File: config.mk
export PLATFORM = sky130hd
export DESIGN_NAME = otter_fetch_buf
export DESIGN_NICKNAME = d
export VERILOG_FILES = /design/src/rtl/otter_fetch_pkg.sv /design/src/rtl/otter_sync_fifo.sv /design/src/rtl/otter_fetch_buf.sv
export SDC_FILE = /design/constraint.sdc
export NUM_CORES = 1
export LEC_CHECK = 0
export CORE_MARGIN = 2
export CORE_UTILIZATION = 35
export CTS_CLUSTER_SIZE = 20
export DETAILED_ROUTE_END_ITERATION = 10
export MAX_ROUTING_LAYER = met4
export PLACE_DENSITY = 0.55
export SLEW_MARGIN = 40
export SYNTH_ARGS = -nofsm -noshare
export SYNTH_HDL_FRONTEND = slang
export SYNTH_HIERARCHICAL = 1
export SYNTH_SLANG_ARGS = --single-unit
File: constraint.sdc
create_clock -name CLK -period 10.8 [get_ports CLK]
set_clock_uncertainty 0.05 [all_clocks]
set_input_delay 2.16 -clock CLK [delete_from_list [all_inputs] [get_ports CLK]]
set_output_delay 2.16 -clock CLK [all_outputs]
set_load 0.01 [all_outputs]
File: src/rtl/otter_fetch_pkg.sv
// Shared types and constants for the otter instruction fetch unit.
package otter_fetch_pkg;

  typedef struct packed {
    logic [31:0] pc;
    logic [31:0] instr;
  } fetch_entry_t;

  localparam int          FETCH_DEPTH_DEFAULT = 4;
  localparam logic [31:0] INSTR_BYTES         = 32'd4;

endpackage

File: src/rtl/otter_sync_fifo.sv
// Synchronous FIFO with flush and occupancy count; DEPTH must be a power of two.
module otter_sync_fifo #(
  parameter int WIDTH = 64,
  parameter int DEPTH = 4,
  parameter int CW    = $clog2(DEPTH + 1)
) (
  input  logic             clk,
  input  logic             rst,
  input  logic             flush,
  input  logic             push,
  input  logic [WIDTH-1:0] wdata,
  input  logic             pop,
  output logic [WIDTH-1:0] rdata,
  output logic [CW-1:0]    count,
  output logic             empty
);
  localparam int AW = $clog2(DEPTH);

  logic [DEPTH-1:0][WIDTH-1:0] r_mem;
  logic [AW-1:0]               r_wptr, r_rptr;
  logic [CW-1:0]               r_count;
  logic                        w_wr, w_rd;

  assign w_wr  = push & ~flush;
  assign w_rd  = pop & ~flush & (r_count != '0);
  assign rdata = r_mem[r_rptr];
  assign count = r_count;
  assign empty = (r_count == '0);

  always_ff @(posedge clk) begin
    if (w_wr) r_mem[r_wptr] <= wdata;
  end

  // Pointers wrap naturally because DEPTH is a power of two.
  always_ff @(posedge clk or posedge rst) begin
    if (rst) begin
      r_wptr  <= '0;
      r_rptr  <= '0;
      r_count <= '0;
    end else if (flush) begin
      r_wptr  <= '0;
      r_rptr  <= '0;
      r_count <= '0;
    end else begin
      if (w_wr) r_wptr <= r_wptr + 1'b1;
      if (w_rd) r_rptr <= r_rptr + 1'b1;
      case ({w_wr, w_rd})
        2'b10:   r_count <= r_count + 1'b1;
        2'b01:   r_count <= r_count - 1'b1;
        default: r_count <= r_count;
      endcase
    end
  end

endmodule

File: src/rtl/otter_fetch_buf.sv
// Fetch PC, credit-based imem issue and prefetch queue feeding decode.
// OTTER_FETCH_BYPASS_EN: present a response arriving into an empty queue on id_* the same cycle.
module otter_fetch_buf
  import otter_fetch_pkg::*;
#(
  parameter int          DEPTH     = FETCH_DEPTH_DEFAULT,
  parameter logic [31:0] RESET_VEC = 32'h0000_0000
) (
  input  logic        CLK,
  input  logic        RST,
  input  logic        redirect_valid,
  input  logic [31:0] redirect_addr,
  output logic        imem_rden,
  output logic [31:0] imem_addr,
  input  logic [31:0] imem_rdata,
  output logic        id_valid,
  input  logic        id_ready,
  output logic [31:0] id_pc,
  output logic [31:0] id_npc,
  output logic [31:0] id_instr
);
  localparam int CW = $clog2(DEPTH + 1);

  logic         r_inflight;
  logic [31:0]  r_fetch_pc, r_issue_pc;
  logic [CW-1:0] w_count;
  logic         w_empty, w_push, w_fpop, w_pop, w_byp, w_credit;
  logic [CW:0]  w_used, w_limit;
  logic [31:0]  w_redir_pc;
  fetch_entry_t w_wr, w_rd, w_head;
  logic         w_unused_addr_lsb;

  assign w_unused_addr_lsb = ^redirect_addr[1:0];
  assign w_redir_pc        = {redirect_addr[31:2], 2'b00};
  assign w_wr              = '{pc: r_issue_pc, instr: imem_rdata};

  always_comb begin
    w_byp = 1'b0;
`ifdef OTTER_FETCH_BYPASS_EN
    w_byp = w_empty & r_inflight & ~redirect_valid;
`endif
    id_valid = ~w_empty | w_byp;
    w_head   = w_empty ? w_wr : w_rd;
    w_pop    = id_valid & id_ready;
    // A bypassed word taken by decode this cycle never touches storage.
    w_push   = r_inflight & ~redirect_valid & ~(w_byp & id_ready);
    w_fpop   = id_ready & ~w_empty;
  end

  // Credit counts the in-flight read so the queue can never overflow.
  always_comb begin
    w_used   = {1'b0, w_count} + {{CW{1'b0}}, r_inflight};
    w_limit  = (CW + 1)'(DEPTH) + {{CW{1'b0}}, w_pop};
    w_credit = (w_used < w_limit);
  end

  assign imem_rden = ~RST & (redirect_valid | w_credit);
  assign imem_addr = (redirect_valid & ~RST) ? w_redir_pc : r_fetch_pc;

  always_ff @(posedge CLK or posedge RST) begin
    if (RST) begin
      r_fetch_pc <= RESET_VEC;
      r_issue_pc <= RESET_VEC;
      r_inflight <= 1'b0;
    end else begin
      r_inflight <= imem_rden;
      if (imem_rden) begin
        r_issue_pc <= imem_addr;
        r_fetch_pc <= imem_addr + INSTR_BYTES;
      end
    end
  end

  otter_sync_fifo #(
    .WIDTH($bits(fetch_entry_t)),
    .DEPTH(DEPTH),
    .CW   (CW)
  ) u_queue (
    .clk  (CLK),
    .rst  (RST),
    .flush(redirect_valid),
    .push (w_push),
    .wdata(w_wr),
    .pop  (w_fpop),
    .rdata(w_rd),
    .count(w_count),
    .empty(w_empty)
  );

  assign id_pc    = id_valid ? w_head.pc : 32'h0;
  assign id_npc   = id_valid ? (w_head.pc + INSTR_BYTES) : 32'h0;
  assign id_instr = id_valid ? w_head.instr : 32'h0;

endmodule

==> results of run 1 <==
power breakdown:
part           switching (uW)  internal (uW)
logic                     364            334
registers                96.5           1480
clock network             490            755
cell usage after synthesis (20+ instances only):
| cell type | count | area share |
|---|---|---|
| mux2i_1 | 30 | 0.021 |
| buf_2 | 23 | 0.0079 |
| nor2b_1 | 68 | 0.029 |
| xnor2_1 | 26 | 0.016 |
| nand2_1 | 63 | 0.016 |
| a21oi_1 | 54 | 0.019 |
| inv_1 | 25 | 0.0064 |
| xor2_1 | 29 | 0.017 |
| mux2_2 | 20 | 0.015 |
| edfxtp_1 | 256 | 0.53 |
| nor2_1 | 86 | 0.022 |
| dfrtp_1 | 70 | 0.12 |
| mux4_2 | 64 | 0.099 |
cells by family after synthesis:
| group | Yosys count |
|---|---|
| mux | 116 |
| flops | 326 |
| simple gates | 302 |
| xor+xnor | 55 |
| buf+inv | 75 |
| compound gates | 94 |
| fa+ha+maj | 9 |
worst min-delay path by stage:
stage                              end  slack [ns]  cells after the start
floorplan           u_queue/r_mem[127]        0.43                      0
global placement        r_fetch_pc[29]        0.46                      2
CTS                 u_queue/r_mem[161]        0.49                      0
global route            r_fetch_pc[13]        0.52                      2
finish                  r_fetch_pc[24]        0.49                      2
detailed placement      r_fetch_pc[24]        0.47                      2
cells in the final DEF, fill, tap and decap left out, types with 4 or more instances in the layout:
cell type        Yosys  layout
clkbuf_16            0      41
xnor2_1             26      26
clkbuf_1            10      12
ha_1                 8       8
nor2b_1             68      67
mux2_2              20      20
nor3_2               2       4
nand4_1              6       6
nor3_1               7       5
nand3b_1             4       4
a21o_1               4       4
nand2_1             63      63
or3_1                7       7
inv_1               25      24
a21oi_1             54      54
edfxtp_1           256     256
mux2i_1             30      30
xor2_1              29      29
nand3_1             18      18
buf_4                8       8
a32o_1               4       4
and2_4               0       4
clkinv_1             0       8
o21ai_0             13      13
and2_1              10       6
nand2b_1             4       4
clkdlybuf4s50_1      0     195
mux4_2              64      64
dfrtp_1             70      68
and3_1               5       5
nor2_1              86      86
worst max-delay path, delay by kind of cell:
| family | cells | cell delay [ns] |
|---|---|---|
| AND/OR/NAND/NOR | 2 | 1.09 |
| buffers and inverters | 2 | 1.06 |
| AO/OA/AOI/OAI | 2 | 0.75 |
flip-flops by register name, indices dropped and copies added (netlist names):
name,flops
u_queue/r_rptr,2
r_issue_pc,30
u_queue/r_mem,256
r_inflight,1
r_fetch_pc,32
u_queue/r_wptr,2
u_queue/count,3
metal layers:
layer / up-vias / share of wire / GRT usage
met5: - / 0 / -
met4: 0 / 0.016 / 0.0382
met3: 39 / 0.050 / 0.0285
met2: 240 / 0.45 / 0.254
met1: 4334 / 0.48 / 0.238
li1: 4056 / - / -
metrics by stage:
stage	area, sq um	hold WS [ns]	util	worst slack [ns]	total power (uW)
finish	18300	0.487	0.448	3.52	3520
global route	18300	0.517	0.448	3.31	3690
CTS	18300	0.491	0.448	3.50	3570
detailed placement	17100	0.467	0.418	3.51	2310
global placement	17000	0.458	0.416	3.24	2290
floorplan	14600	0.427	-	4.75	1970
cell type report:
| type | count | area share |
|---|---|---|
| Sequential cell | 326 | 0.515 |
| Timing Repair Buffer | 210 | 0.116 |
| Tap cell | 532 | 0.0363 |
| Inverter | 26 | 0.00532 |
| Clock buffer | 55 | 0.0599 |
| Multi-Input combinational cell | 576 | 0.261 |
| Clock inverter | 15 | 0.00675 |
==> flow_summary.yaml, run 1 <==
outcome:
  status: "finished, final reports clean"
yosys:
  synth_xor_area_frac: 0.0331
  synth_top_family_by_area: "multiplexers"
  synthAdderAreaFrac: 0.00824
  ys_warn_count: 6
  async_flop_share: 0.215
  synth_cell_type_count: 62
  synth_simple_gate_area_frac: 0.109
  synth.area.mux_share: 0.137
  avgSynthCellArea_sq_um: 14.9
  yosysSeqAreaShare: 0.648
  synth_flop_cell: "edfxtp_1"
  syn_inst: 977
  ys_seq_elements: 326
  synth_compound_area_frac: 0.0386
  syn-num-nets: 1054
  synth-edff-count: 256
  synthesis.area_sq_mm: 0.0146
floorplan:
  num_io_pins: 198
  std_cell_rows: 74
  initial_core_util: 0.356
  dieArea_sq_mm: 0.0433
  die_y_um: 208
  die_w_um: 208
  core_area_sq_mm: 0.0409
worst_setup_path:
  cp_max_fo: 33
  crit_top_cell: "clkdlybuf4s50_1"
  reg2reg_depth: 8
  cp-start-kind: "input pin"
  path_class: "in2out"
  r2r_slack_ns: 6.66
  cp-endpoint: "imem_rden"
  path_cells: "clkdlybuf4s50_1 -> nor2b_1 -> a21oi_1 -> a311oi_2 -> or2_4 -> clkdlybuf4s50_1"
  rr_startpoint: "u_queue/count[1]"
  endpoint_kind: "output port"
  worstPathArrival_ns: 5.07
  slowest_delay_ns: 0.63
  startpoint: "id_ready"
  worstPathRequired_ns: 8.59
  reg2reg_to: "r_issue_pc[9]"
  worst_path_max_delay_cell: "nor2b_1"
worst_hold_path:
  hp-class: "reg2reg"
  min_from: "r_fetch_pc[24]"
sta:
  slew_viol_final: 0
  setup_violations: 0
  worst_pin_slew_ns: 0.780
  fmax_ghz: 0.137
  final_hold_viol_count: 0
  rsz0062_at_grt: "no"
  setup_tns_ns: 0
  slew_headroom: 0.479
  final.min_clock_period_ns: 7.28
  finalCritPeriodShare: 0.674
routing:
  dr_total_vias: 8669
  drt_first_pass_iters: 4
  vias_per_cell: 4.98
  drt-initial-drc-count: 551
  drc_errors: 0
  ant_nets: 0
  wire_per_inst_um: 20.4
  drt_wl_total_mm: 35.4
finish:
  fin_cells: 1740
  area_growth_pct: 25.9
  nets: 1255
  num_antenna_cells: 0
  ff_latch_area_sq_mm: 0.00944
  drive_above_1_share: 0.147
  fillers: 3732
  multi_input_area_sq_mm: 0.00479
clock_tree:
  clk_path_buf_depth: 3
  h-tree-depth: 2
  root_buffer: "clkbuf_16"
  hold_buffers: 0
  insertion_delay_ns: 0.51
  cts_setup_buffers: 0
  clk_pin_slew_ns: 0.06
  ctsResizeCount: 0
  cts_tree: "built"
  numCtsBuffers: 38
  cts_sinks: 326
grt:
  grt_util_all_layers: 0.168
  grt_max_degree: 70
  antenna_found_initial: 0
  gr-total-overflow: 0
  grt_pass1_vias: 8931
  grt_pass1_wl_mm: 54.7
placed_design:
  gp_congestion: 0.777
  dp_hpwl_mm: 23.4
  dp_cells: 1670
  portBuffers: 195
job:
  drv_cap: 0
pwr:
  p_leak_uw: 0.00613
  p_per_area_mw_per_mm2: 192
  peakVddDrop_v: 0.0000845
No activity file was read; power rests on OpenSTA's default activity.
==> run 2: changes to the inputs <==
- clock period: 10.8 -> 7.4 ns (I/O delays scaled with it)
==> run 2 against run 1 <==
Net effect:
- combinational power rose by 48%
- non-clock buffer count rose by 6
- worst hold slack got worse by 0.0067 ns
- sequential cell count did not move
- routed wire length fell by 1.0%
- total power rose by 45%
- via count rose by 1.1%
- setup slack got worse by 2.1 ns
- highest routed layer unchanged
- global-route usage fell by 0.081 points
- register-to-register slack got worse by 2.4 ns
==> flow_summary.yaml, run 2 (same netlist as run 1, synthesis figures left out) <==
finish:
  drive_above_1_share: 0.150
  area_growth_pct: 25.6
  largest_register_ffs: 256
  nets: 1260
  largestRegisters: "u_queue/r_mem (256), r_fetch_pc (32), r_issue_pc (30)"
  fillers: 3720
  final_cell_mix: "256 x edfxtp_1, 195 x clkdlybuf4s50_1, 86 x nor2_1, 68 x dfrtp_1, 67 x nor2b_1"
  final_core_util: 0.447
  regMostFlops: "u_queue/r_mem"
  final_common_cell: "edfxtp_1"
  num_antenna_cells: 0
floorplan:
  die_y_um: 208
  initial_core_util: 0.356
  die_w_um: 208
  dieArea_sq_mm: 0.0433
  num_io_pins: 198
  core_area_sq_mm: 0.0409
  std_cell_rows: 74
clock_tree:
  cts_tree: "built"
  clk_pin_slew_ns: 0.06
  cts_setup_buffers: 0
  clk_path_buf_depth: 3
  cts_sinks: 326
  insertion_delay_ns: 0.52
  ctsResizeCount: 0
  h-tree-depth: 2
  hold_buffers: 0
  root_buffer: "clkbuf_16"
  numCtsBuffers: 37
routing:
  vias_per_cell: 5.03
  highest_layer: "met4"
  wl_met2_mm: 15.9
  m1WireLength_mm: 16.6
  wire_per_inst_um: 20.1
  drc_errors: 0
  drt_wl_total_mm: 35.1
  drt_first_pass_iters: 4
  dr_total_vias: 8764
  ant_nets: 0
  drt-initial-drc-count: 455
  wl_met3_mm: 1.87
sta:
  worst_pin_slew_ns: 0.732
  final.min_clock_period_ns: 5.96
  final_hold_viol_count: 0
  slew_viol_final: 0
  slew_headroom: 0.511
  setup_tns_ns: 0
  fmax_ghz: 0.168
  whs_ns: 0.480
  setup_violations: 0
  rsz0062_at_grt: "no"
  finalCritPeriodShare: 0.806
worst_setup_path:
  reg2reg_depth: 11
  cp_max_fo: 38
  worstPathRequired_ns: 5.87
  r2r_slack_ns: 4.28
  cp-start-kind: "flip-flop"
  worstPathArrival_ns: 4.43
  endpoint_kind: "output port"
  path_class: "reg2out"
placed_design:
  portBuffers: 195
  dp_hpwl_mm: 23.4
  gp_congestion: 0.796
worst_hold_path:
  hp-class: "reg2reg"
  min_path_cells: 2
grt:
  grt_util_all_layers: 0.167
  grt_max_degree: 101
  grt_pass1_vias: 9049
  antenna_found_initial: 0
  grt_pass1_wl_mm: 54.3
  gr-total-overflow: 0
job:
  drv_cap: 0
pwr:
  p_per_area_mw_per_mm2: 278
  p_leak_uw: 0.00611
  peakVddDrop_v: 0.000121
outcome:
  status: "finished, final reports clean"
-- run 2: changes by cell type in the layout (fill, tap and decap cells not counted), moves of 2 or more --
cell / before / now
buf_8: 2 / 0
clkinvlp_4: 1 / 4
clkbuf_8: 2 / 0
buf_4: 8 / 17
clkinv_1: 8 / 5
clkbuf_16: 41 / 38
-- run 2: layout make-up --
type | instances | area (sq um) | area share
clock buffers | 51 | 1000 | 0.0546
multi-input cells | 576 | 4790 | 0.261
clock inverters | 16 | 170 | 0.00930
flip-flops and latches | 326 | 9440 | 0.516
inverters | 26 | 97.6 | 0.00533
repair buffers | 216 | 2140 | 0.117
well taps | 532 | 666 | 0.0364
-- run 2: power by group --
part | leakage, uW | internal [uW] | total (uW) | switching [uW]
registers | 0.00309 | 2160 | 2300 | 146
clock network | 0.000553 | 1050 | 1750 | 699
logic | 0.00247 | 499 | 1030 | 529
-- run 2: layer usage --
metal	GRT usage	up-vias
li1	-	4044
met1	0.236	4425
met2	0.250	249
met3	0.0272	46
met4	0.0465	0
met5	-	-
-- run 2: stage by stage --
step	instances	worst slack, ns	power (uW)	cell area (sq um)
after floorplan	977	2.03	2870	14600
after global placement	1676	1.57	3360	17100
after detailed placement	1676	1.59	3370	17100
after CTS	1743	1.32	5150	18300
after global routing	1743	1.05	5330	18300
final	1743	1.44	5080	18300
-- run 2: critical path: stages, from the launching register on --
cell and delay, ns:
dfrtp_4 0.82, buf_12 0.40, mux4_2 0.33, nand3b_1 0.11
a22o_1 0.33, nor2_2 0.29, nand3_1 0.26, nor4b_1 0.41
mux2_2 0.42, clkdlybuf4s50_1 0.49
-- run 2: final timing paths --
path / start / endpoint
hold reg to reg: r_fetch_pc[29] / r_fetch_pc[29]
hold / removal: r_fetch_pc[29] / r_fetch_pc[29]
setup reg to reg: u_queue/count[0] / r_fetch_pc[2]
max in group asynchronous: RST / r_issue_pc[17]
min in group asynchronous: RST / r_inflight
setup / recovery: u_queue/r_rptr[0] / id_npc[25]
